<file path="src/rtl/tag_rx_pkg.sv">
// ============================================================================
// Package : tag_rx_pkg
// Brief   : Shared state encodings and width helper for the tag receive
//           slot scheduler.
// Rev     : 1.0 - initial release
// ============================================================================
`default_nettype none

package tag_rx_pkg;

    localparam logic [2:0] TAG_RX_ST_IDLE      = 3'd0;
    localparam logic [2:0] TAG_RX_ST_ARM       = 3'd1;
    localparam logic [2:0] TAG_RX_ST_SYNC_WAIT = 3'd2;
    localparam logic [2:0] TAG_RX_ST_GUARD     = 3'd3;
    localparam logic [2:0] TAG_RX_ST_SLOT      = 3'd4;

    typedef enum logic [2:0] {
        ST_IDLE      = TAG_RX_ST_IDLE,
        ST_ARM       = TAG_RX_ST_ARM,
        ST_SYNC_WAIT = TAG_RX_ST_SYNC_WAIT,
        ST_GUARD     = TAG_RX_ST_GUARD,
        ST_SLOT      = TAG_RX_ST_SLOT
    } sched_state_e;

    // Counter width able to hold the terminal value with one bit of headroom.
    function automatic int cnt_width(input int term);
        return $clog2(term) + 1;
    endfunction

endpackage

`default_nettype wire

</file>
<file path="src/rtl/tag_rx_slot_cnt.sv">
// ============================================================================
// Module : tag_rx_slot_cnt
// Brief  : Sample counter and slot index for the SLOT state. Counts valid
//          samples, advances the slot index at the end of each slot and
//          flags the final sample of a slot and the last slot of a sync.
// Rev    : 1.0 - initial release
// ============================================================================
`default_nettype none

module tag_rx_slot_cnt
    import tag_rx_pkg::*;
#(
    parameter int NSIG          = 32768 * 8,
    parameter int NLOC_PER_SYNC = 3,
    parameter int IW            = (NLOC_PER_SYNC > 1) ? $clog2(NLOC_PER_SYNC) : 1
) (
    input  logic          clk,
    input  logic          reset,
    input  logic          clr_i,
    input  logic          valid_i,
    output logic [IW-1:0] slot_idx_o,
    output logic          sample_tc_o,
    output logic          last_slot_o
);

    localparam int             CW          = cnt_width(NSIG);
    localparam logic [CW-1:0]  SAMPLE_LAST = CW'(NSIG - 1);
    localparam logic [IW-1:0]  SLOT_LAST   = IW'(NLOC_PER_SYNC - 1);

    logic [CW-1:0] cnt_q;
    logic [IW-1:0] idx_q;

    assign sample_tc_o = valid_i && (cnt_q == SAMPLE_LAST);
    assign last_slot_o = (idx_q == SLOT_LAST);
    assign slot_idx_o  = idx_q;

    // Count valid samples; wrap the sample count and step the slot at slot end.
    always_ff @(posedge clk or negedge reset) begin
        if (!reset) begin
            cnt_q <= '0;
            idx_q <= '0;
        end else if (clr_i) begin
            cnt_q <= '0;
            idx_q <= '0;
        end else if (sample_tc_o) begin
            cnt_q <= '0;
            idx_q <= last_slot_o ? '0 : idx_q + 1'b1;
        end else if (valid_i) begin
            cnt_q <= cnt_q + 1'b1;
        end
    end

endmodule

`default_nettype wire

</file>
<file path="src/rtl/tag_rx_sched.sv">
// ============================================================================
// Module : tag_rx_sched
// Brief  : Slot scheduler for the tag receive chain. Arms tag_rx_ctrl, waits
//          for the sync peak strobe, then walks NLOC_PER_SYNC antenna slots
//          of NSIG valid samples each. Re-arms on sync timeout.
//          Optional statistics counters: define TAG_RX_SCHED_STATS_EN.
// Rev    : 1.0 - initial release
// ============================================================================
`default_nettype none

module tag_rx_sched
    import tag_rx_pkg::*;
#(
    parameter int NSIG          = 32768 * 8,
    parameter int NLOC_PER_SYNC = 3,
    parameter int GUARD_LEN     = 64,
    parameter int SYNC_TIMEOUT  = 1048576,
    parameter int REG_WIDTH     = 12,
    parameter int IW            = (NLOC_PER_SYNC > 1) ? $clog2(NLOC_PER_SYNC) : 1
) (
    input  logic                 clk,
    input  logic                 reset,
    input  logic                 enable,
    input  logic                 peak_detect_stb,
    input  logic                 rx_valid,
    output logic                 run_rx,
    output logic [REG_WIDTH-1:0] fp_gpio_out,
    output logic [REG_WIDTH-1:0] fp_gpio_ddr,
    output logic                 rx_window,
    output logic [IW-1:0]        slot_idx,
    output logic                 slot_last,
    output logic                 sync_miss,
    output logic [2:0]           sched_state
`ifdef TAG_RX_SCHED_STATS_EN
    ,
    output logic [15:0]          sync_miss_count,
    output logic [15:0]          spur_count,
    output logic [15:0]          sync_count
`endif
);

    localparam int                   TW           = cnt_width(SYNC_TIMEOUT);
    localparam int                   GW           = cnt_width(GUARD_LEN);
    localparam logic [TW-1:0]        TIMEOUT_LAST = TW'(SYNC_TIMEOUT - 1);
    localparam logic [GW-1:0]        GUARD_LAST   = GW'(GUARD_LEN - 1);
    localparam logic [REG_WIDTH-1:0] DDR_MASK     =
        REG_WIDTH'((64'd1 << NLOC_PER_SYNC) - 64'd1);

    sched_state_e         state_q, state_d;
    logic [TW-1:0]        timer_q, timer_d;
    logic [GW-1:0]        guard_q, guard_d;
    logic [REG_WIDTH-1:0] gpio_q, gpio_d;
    logic                 run_rx_q, run_rx_d;
    logic                 slot_last_q, slot_last_d;
    logic                 sync_miss_q, sync_miss_d;

    logic                 w_in_slot;
    logic                 w_slot_clr;
    logic                 w_sample_tc;
    logic                 w_last_slot;

    assign w_in_slot  = (state_q == ST_SLOT);
    assign w_slot_clr = !w_in_slot || !enable;

    tag_rx_slot_cnt #(
        .NSIG          (NSIG),
        .NLOC_PER_SYNC (NLOC_PER_SYNC),
        .IW            (IW)
    ) u_slot_cnt (
        .clk         (clk),
        .reset       (reset),
        .clr_i       (w_slot_clr),
        .valid_i     (rx_valid && w_in_slot),
        .slot_idx_o  (slot_idx),
        .sample_tc_o (w_sample_tc),
        .last_slot_o (w_last_slot)
    );

    // Next-state, timers and registered-output decode; enable low overrides all.
    always_comb begin
        state_d     = state_q;
        timer_d     = timer_q;
        guard_d     = guard_q;
        gpio_d      = gpio_q;
        slot_last_d = 1'b0;
        sync_miss_d = 1'b0;
        case (state_q)
            ST_IDLE: begin
                timer_d = '0;
                guard_d = '0;
                gpio_d  = '0;
                if (enable) state_d = ST_ARM;
            end
            ST_ARM: begin
                timer_d = '0;
                state_d = ST_SYNC_WAIT;
            end
            ST_SYNC_WAIT: begin
                // A strobe coinciding with the timeout cycle is accepted.
                if (peak_detect_stb) begin
                    state_d = ST_GUARD;
                    guard_d = GUARD_LAST;
                    timer_d = '0;
                end else if (timer_q == TIMEOUT_LAST) begin
                    state_d     = ST_ARM;
                    sync_miss_d = 1'b1;
                    timer_d     = '0;
                end else begin
                    timer_d = timer_q + 1'b1;
                end
            end
            ST_GUARD: begin
                if (guard_q == '0) begin
                    state_d = ST_SLOT;
                    gpio_d  = REG_WIDTH'(1);
                end else begin
                    guard_d = guard_q - 1'b1;
                end
            end
            ST_SLOT: begin
                if (w_sample_tc) begin
                    if (w_last_slot) begin
                        state_d     = ST_SYNC_WAIT;
                        slot_last_d = 1'b1;
                        timer_d     = '0;
                        gpio_d      = '0;
                    end else begin
                        gpio_d = gpio_q << 1;
                    end
                end
            end
            default: begin
                state_d = ST_IDLE;
                gpio_d  = '0;
            end
        endcase
        if (!enable) begin
            state_d     = ST_IDLE;
            timer_d     = '0;
            guard_d     = '0;
            gpio_d      = '0;
            slot_last_d = 1'b0;
            sync_miss_d = 1'b0;
        end
        run_rx_d = (state_d == ST_SYNC_WAIT) || (state_d == ST_GUARD) ||
                   (state_d == ST_SLOT);
    end

    // State and registered outputs.
    always_ff @(posedge clk or negedge reset) begin
        if (!reset) begin
            state_q     <= ST_IDLE;
            timer_q     <= '0;
            guard_q     <= '0;
            gpio_q      <= '0;
            run_rx_q    <= 1'b0;
            slot_last_q <= 1'b0;
            sync_miss_q <= 1'b0;
        end else begin
            state_q     <= state_d;
            timer_q     <= timer_d;
            guard_q     <= guard_d;
            gpio_q      <= gpio_d;
            run_rx_q    <= run_rx_d;
            slot_last_q <= slot_last_d;
            sync_miss_q <= sync_miss_d;
        end
    end

    assign run_rx      = run_rx_q;
    assign fp_gpio_out = gpio_q;
    assign fp_gpio_ddr = DDR_MASK;
    assign rx_window   = rx_valid && w_in_slot;
    assign slot_last   = slot_last_q;
    assign sync_miss   = sync_miss_q;
    assign sched_state = state_q;

`ifdef TAG_RX_SCHED_STATS_EN
    logic        enable_q;
    logic [15:0] miss_cnt_q, spur_cnt_q, sync_cnt_q;
    logic        w_en_rise;
    logic        w_stb_busy;
    logic        w_stb_take;

    assign w_en_rise  = enable && !enable_q;
    assign w_stb_busy = enable && peak_detect_stb &&
                        ((state_q == ST_GUARD) || (state_q == ST_SLOT));
    assign w_stb_take = enable && peak_detect_stb && (state_q == ST_SYNC_WAIT);

    // Statistics: miss/spur saturate, accepted syncs wrap; cleared on enable rise.
    always_ff @(posedge clk or negedge reset) begin
        if (!reset) begin
            enable_q   <= 1'b0;
            miss_cnt_q <= '0;
            spur_cnt_q <= '0;
            sync_cnt_q <= '0;
        end else begin
            enable_q <= enable;
            if (w_en_rise) begin
                miss_cnt_q <= '0;
                spur_cnt_q <= '0;
                sync_cnt_q <= '0;
            end else begin
                if (sync_miss_d && (miss_cnt_q != 16'hFFFF))
                    miss_cnt_q <= miss_cnt_q + 16'd1;
                if (w_stb_busy && (spur_cnt_q != 16'hFFFF))
                    spur_cnt_q <= spur_cnt_q + 16'd1;
                if (w_stb_take)
                    sync_cnt_q <= sync_cnt_q + 16'd1;
            end
        end
    end

    assign sync_miss_count = miss_cnt_q;
    assign spur_count      = spur_cnt_q;
    assign sync_count      = sync_cnt_q;
`endif

endmodule

`default_nettype wire

</file>
<file path="config.mk">
export PLATFORM = sky130hd
export DESIGN_NAME = tag_rx_sched
export DESIGN_NICKNAME = d
export VERILOG_FILES = /design/src/rtl/tag_rx_pkg.sv /design/src/rtl/tag_rx_slot_cnt.sv /design/src/rtl/tag_rx_sched.sv
export SDC_FILE = /design/constraint.sdc
export NUM_CORES = 1
export LEC_CHECK = 0
export CORE_MARGIN = 4
export CORE_UTILIZATION = 52
export DETAILED_ROUTE_END_ITERATION = 16
export GPL_TIMING_DRIVEN = 0
export PLACE_DENSITY = 0.77
export SLEW_MARGIN = 20
export SYNTH_ARGS = -nofsm -noshare
export SYNTH_HDL_FRONTEND = slang
export SYNTH_SLANG_ARGS = --single-unit
</file>
<file path="constraint.sdc">
create_clock -name clk -period 1.85 [get_ports clk]
set_input_delay 0.2775 -clock clk [delete_from_list [all_inputs] [get_ports clk]]
set_output_delay 0.2775 -clock clk [all_outputs]
set_load 0.01 [all_outputs]
</file>
* Word-level counts from Yosys, hierarchy flattened *
Index checks and enable logic that the tools add are counted.
W data, S select, Z words.

operators by class
  $add $sub $neg = 4
  eq/ne operators = 18
  muxes and demuxes = 36
  reductions and logical operators = 16

operator list
  operator                 number
  $mux W21                 5
  $pmux W21 S3             1
  $mux W19                 3
  $mux W12                 4
  $pmux W12 S3             1
  $add A21 B1 Y21 const B  1
  $eq A21 B20 Y1 const B   1
  $mux W7                  3
  $pmux W7 S3              1
  $add A19 B1 Y19 const B  1
  $eq A19 B18 Y1 const B   1
  $mux W3                  6
  $pmux W3 S5              1
  $eq A3 B2 Y1 const B     4
  $ne A3 B3 Y1 const B     3
  $reduce_and A3 Y1        3
  $mux W1                  8
  $logic_not A7 Y1         1
  $sub A7 B1 Y7 const B    1
  $eq A3 B3 Y1 const B     2
  $mux W2                  3
  $ne A3 B2 Y1 const B     2
  $ne A4 B1 Y1 const B     1
  $ne A4 B2 Y1 const B     1
  other kinds (11)         16

storage, ports and cells
  register bits = 67
  input port bits = 5
  output and inout port bits = 33
  logic and storage cells = 83

* Depth between registers and ports, before layout *
  depth after elaboration = 9
  gate-level depth with buffers = 8
  depth with buffers taken out = 7

* Hierarchy *
Synthesis repeated with hierarchy kept, for this count alone.

unflattened totals
  cell total of the unflattened synthesis = 382
  area, all modules = 3743.6 um2

modules (own cells, without submodules)
  module           instances  cells an instance  area each (um2)  sequential area each (um2)
  tag_rx_sched     1          268                2630.0           1151.1
  tag_rx_slot_cnt  1          114                1113.6           525.5

* Worst setup path before layout *
OpenSTA, ideal clock, no wires.

  path type = reg-to-reg
  start = reg guard_q[0]
  end = reg gpio_q[10], in the netlist fp_gpio_out[10]
  setup time = 0.076 ns
  arrival = 1.774 ns
  path slack = -0.001 ns
  stages on the path, launching flop included = 9
  path buffers = 1
  period minus slack after synthesis = 1.851 ns
  path through = dfrtp_1 -> inv_1 -> ha_1 -> nor3b_2 -> and2_1 -> a211oi_1 -> buf_2 -> o211ai_2 -> o21ai_1

between the ends
  cells in the longest elaborated chain, start to end = 3

ends and longest elaborated chain
  item                                line                 source
  from (decl)                         tag_rx_sched.sv:51   logic [GW-1:0] guard_q, guard_d;
  from (signal assigned)              tag_rx_sched.sv:162  guard_q <= guard_d;
  $logic_not A7 Y1                    tag_rx_sched.sv:113  if (guard_q == '0) begin
  $ne A3 B3 Y1 (no source line)       --
  $reduce_and A3 Y1 (no source line)  --
  to (signal assigned)                tag_rx_sched.sv:163  gpio_q <= gpio_d;
  to (decl)                           tag_rx_sched.sv:52   logic [REG_WIDTH-1:0] gpio_q, gpio_d;

No other way between the ends.
A chain may end at the register's enable or synchronous reset.

* Worst setup path after layout *
  start = reg u_slot_cnt.cnt_q[1]
  end = reg run_rx_q, in the netlist run_rx

between the ends
  cells in the longest elaborated chain, start to end = 8
  elaborated cells on any way between the ends = 10
  those cells by class = eq/ne: 4; mux: 3; reduce/logical: 3

ends and longest elaborated chain
  item                    line                   source
  from (decl)             tag_rx_slot_cnt.sv:30  logic [CW-1:0] cnt_q;
  from (signal assigned)  tag_rx_slot_cnt.sv:49  cnt_q <= cnt_q + 1'b1;
  $eq A19 B18 Y1 *        tag_rx_slot_cnt.sv:33  assign sample_tc_o = valid_i && (cnt_q == SAMPLE_LAST);
  $logic_and A1 B1 Y1 *   tag_rx_slot_cnt.sv:33
  $mux W3 *               tag_rx_sched.sv:121    if (w_sample_tc) begin
  $pmux W3 S5 *           tag_rx_sched.sv:87     case (state_q)
  $mux W3 *               tag_rx_sched.sv:137    if (!enable) begin
  net state_d[2]          tag_rx_sched.sv:49     sched_state_e state_q, state_d;
  $eq A3 B2 Y1            tag_rx_sched.sv:145    run_rx_d = (state_d == ST_SYNC_WAIT) || (state_d == ST_GUARD) ||
  $logic_or A1 B1 Y1      tag_rx_sched.sv:145
  $logic_or A1 B1 Y1 *    tag_rx_sched.sv:145
  net run_rx_d            tag_rx_sched.sv:53     logic run_rx_q, run_rx_d;
  to (signal assigned)    tag_rx_sched.sv:164    run_rx_q <= run_rx_d;
  to (decl)               tag_rx_sched.sv:53

The timed path passes the listed nets; every way through them passes the cells marked *.

==> impl_metrics.ini <==
[place]
placed_cells = 536
globalplace.congestion = 0.849
place_ws_ps = -448
hpwl_um = 6070
placed_cell_area_sq_mm = 0.00424
port_buffers = 24

[worst_setup_path]
critPathMaxFanout = 4
max_stage_delay_ps = 410
slowest_stage = dfrtp_1
r2r-end = run_rx$_DFF_PN0_
path_buf_inv = 1
path_cells = ha_4 > nand3_4 > nor4_4 > buf_4 > and2_4 > o22ai_2 > or2_1
worstPathArrival_ps = 2160
reg2reg_depth = 7
critPathKind = register to register
start_kind = register
critPathCaptureType = register
r2r-start = u_slot_cnt.cnt_q[1]$_DFFE_PN0P_
critical_path_required_ps = 2090
r2r_slack_ps = -70
cp_top_family = simple AND/OR/NAND/NOR gates

[grt]
use_met3_pct = 5.77
grt_most_used_layer = met2
grt_first_pass_wirelength_um = 15600
grt.met2_usage_pct = 35.4
grt_pass1_vias = 3194
grt_max_degree = 48
track_usage_pct = 22.4
grt_use_met1_pct = 29.8
grt_antenna_before_repair = 0
grt.overflow.total = 0

[route]
drc = 0
firstDrtPassIters = 6
initialDrtViolationCount = 333
vias = 3676
viasPerCell = 6.11
wirelength_um = 11000
wire_per_inst_um = 18.3
ant_nets = 0

[clock_network]
numCtsBuffers = 9
cts-root-buf = clkbuf_8
clkLatencyLatePin_ps = 370
clockBufferDepth = 2
htreeDepth = 3
clock_sink_count = 67
clkTransAtPathRegs_ps = 80
cts_tree = built

[logic_synthesis]
synth_seq_cells = 67
synthTopCellsByArea = dfrtp_1, nand2_1, a21oi_1
async_flop_share_pct = 100
yosysTopAreaCellShare_pct = 43.9
yosysMostFrequentCell = dfrtp_1
synth.cell_area_sq_mm = 0.00382
synth_fa_ha_area_share_pct = 0.983
synthMuxAreaShare_pct = 1.61
synthXorXnorAreaFrac_pct = 3.44
synth_top_family_by_area = simple AND/OR/NAND/NOR gates
post-synth-top-area-cell = dfrtp_1
synth_compound_area_share_pct = 19.3
ys_types = 64
ys.warnings.count = 0
yosysSeqAreaShare_pct = 43.9
synth_top_cells_by_count = dfrtp_1, nand2_1, nor2_1
synth_edf_count = 0
synthCells = 405
synth_simple_gate_area_share_pct = 24.7
synth_ff_type = dfrtp_1
avgSynthCellArea_sq_um = 9.43

[final_layout]
final_util_pct = 73.1
fin_nets = 509
final_cells = 602
diodes = 0
syn_to_final_growth_pct = 33.0
final_area_sq_mm = 0.00508
drive_above_1_share_pct = 30.4

[floorplan]
core_area_sq_mm = 0.00694
dieArea_sq_mm = 0.00878
start_util_pct = 55.0
chipHeight_um = 93.7
die_x_um = 93.7
ioPinCount = 38
rows = 30

[power]
pwr-share-comb_pct = 24.2
p_switching_mw = 1.08
switching_share_pct = 31.1
power_density_mw_per_mm2 = 686
p_seq_share_pct = 45.2
p_int_mw = 2.40
ir_worst_vdd_mv = 0.539
total_power_mw = 3.49
p_clk_share_pct = 30.5
power_leakage_nw = 2.15

[min_path]
hold_path_depth = 3
holdPathEnd = u_slot_cnt.cnt_q[1]$_DFFE_PN0P_
min_from = rx_valid
min-delay-path-class = input pin to register

[timing]
period_needed_ps = 1920
setup_slack_ps = -70.7
rsz0062_at_grt = yes
tns_ps = -125
fmax_mhz = 521
timing.hold.ws_ps = 269
hold_viol_final = 0
relSlewSlack_pct = 53.1
worstMarginPinSlew_ps = 704
finClkSkew_ps = 8.22
finalSetupViolCount = 4
report.final.slew_viol_count = 0
final.period_utilization_pct = 104

[run_status]
violations = negative setup slack
status = complete, but fails checks

[flow_run]
cap_violations = 0
==> state kept, by name, indices dropped and copies added, names as in the netlist <==
| signal | count |
|---|---|
| u_slot_cnt.cnt_q | 19 |
| sync_miss | 1 |
| sched_state | 3 |
| u_slot_cnt.slot_idx_o | 2 |
| fp_gpio_out | 12 |
| run_rx | 1 |
| timer_q | 21 |
| guard_q | 7 |
| slot_last | 1 |
==> power groups by stage <==
stage               clock network [mW]  logic, mW  registers [mW]
detailed placement                   0      0.545            1.60
floorplan                            0      0.378            1.59
global route                      1.15      0.908            1.58
global placement                     0      0.520            1.60
CTS                               1.06      0.667            1.57
finish                            1.06      0.845            1.58
==> layout make-up <==
class                           instances  area (sq um)
Clock buffer                           13           139
Timing Repair Buffer                   75           661
Tap cell                               96           120
Inverter                               13          48.8
Multi-Input combinational cell        308          2210
Buffer                                 27           198
Sequential cell                        67          1690
Clock inverter                          3          15.0
Fill cell                             465          1870
==> cells in the final DEF, fill, tap and decap left out, types with 4 or more instances in the layout <==
| cell type | instances |
|---|---|
| xnor2_1 | 8 |
| dfrtp_2 | 8 |
| clkbuf_1 | 5 |
| a21o_1 | 5 |
| o211ai_2 | 9 |
| nand3_1 | 14 |
| or3_1 | 4 |
| nand4_1 | 11 |
| mux2i_1 | 5 |
| conb_1 | 12 |
| buf_2 | 5 |
| clkbuf_8 | 9 |
| o21ai_1 | 25 |
| nand4b_1 | 4 |
| a21oi_1 | 28 |
| clkdlybuf4s50_1 | 21 |
| xor2_1 | 7 |
| buf_6 | 9 |
| nand2_1 | 40 |
| nor3_1 | 7 |
| inv_1 | 13 |
| nand3b_1 | 5 |
| nor4_4 | 5 |
| dfrtp_1 | 59 |
| nor2_1 | 33 |
| nand2b_1 | 5 |
| buf_4 | 58 |
==> worst register-to-register path, cell delays in order, from the launching register on <==
cell,delay [ps]
dfrtp_1,410
ha_4,170
nand3_4,110
nor4_4,380
buf_4,210
and2_4,140
o22ai_2,80
or2_1,280
==> worst max path at each step <==
stage	startpoint	to	slack [ps]	cells past startpoint
floorplan	timer_q[0]$_DFFE_PN0P_	timer_q[16]$_DFFE_PN0P_	30	6
global placement	reset	fp_gpio_out[8]$_DFFE_PN0P_	-1790	1
detailed placement	enable	timer_q[13]$_DFFE_PN0P_	-450	7
CTS	sched_state[0]$_DFF_PN0_	u_slot_cnt.slot_idx_o[0]$_DFFE_PN0P_	1	6
global route	u_slot_cnt.cnt_q[1]$_DFFE_PN0P_	run_rx$_DFF_PN0_	-90	7
finish	u_slot_cnt.cnt_q[1]$_DFFE_PN0P_	run_rx$_DFF_PN0_	-70	7
==> what timing repair did <==
action                     in CTS  in global routing
setup buffers                  16                 29
setup endpoints to repair      57                 48
pin swaps                       6                 16
hold endpoints to repair       20                  0
gates resized for setup        27                 55
hold buffers                    1                  0
cloned                          0                  5
==> routing by layer <==
| layer | wire, um | share of wire, % |
|---|---|---|
| met5 | 0 | 0 |
| met2 | 5510 | 50 |
| met1 | 4410 | 40 |
| met3 | 797 | 7.2 |
| met4 | 326 | 3.0 |
==> logic make-up after synthesis <==
family / Yosys count
buf+inv: 41
flops: 67
mux: 6
compound gates: 107
other cells: 2
xor+xnor: 15
fa+ha+maj: 3
simple gates: 164
No activity file was read; power rests on OpenSTA's default activity.
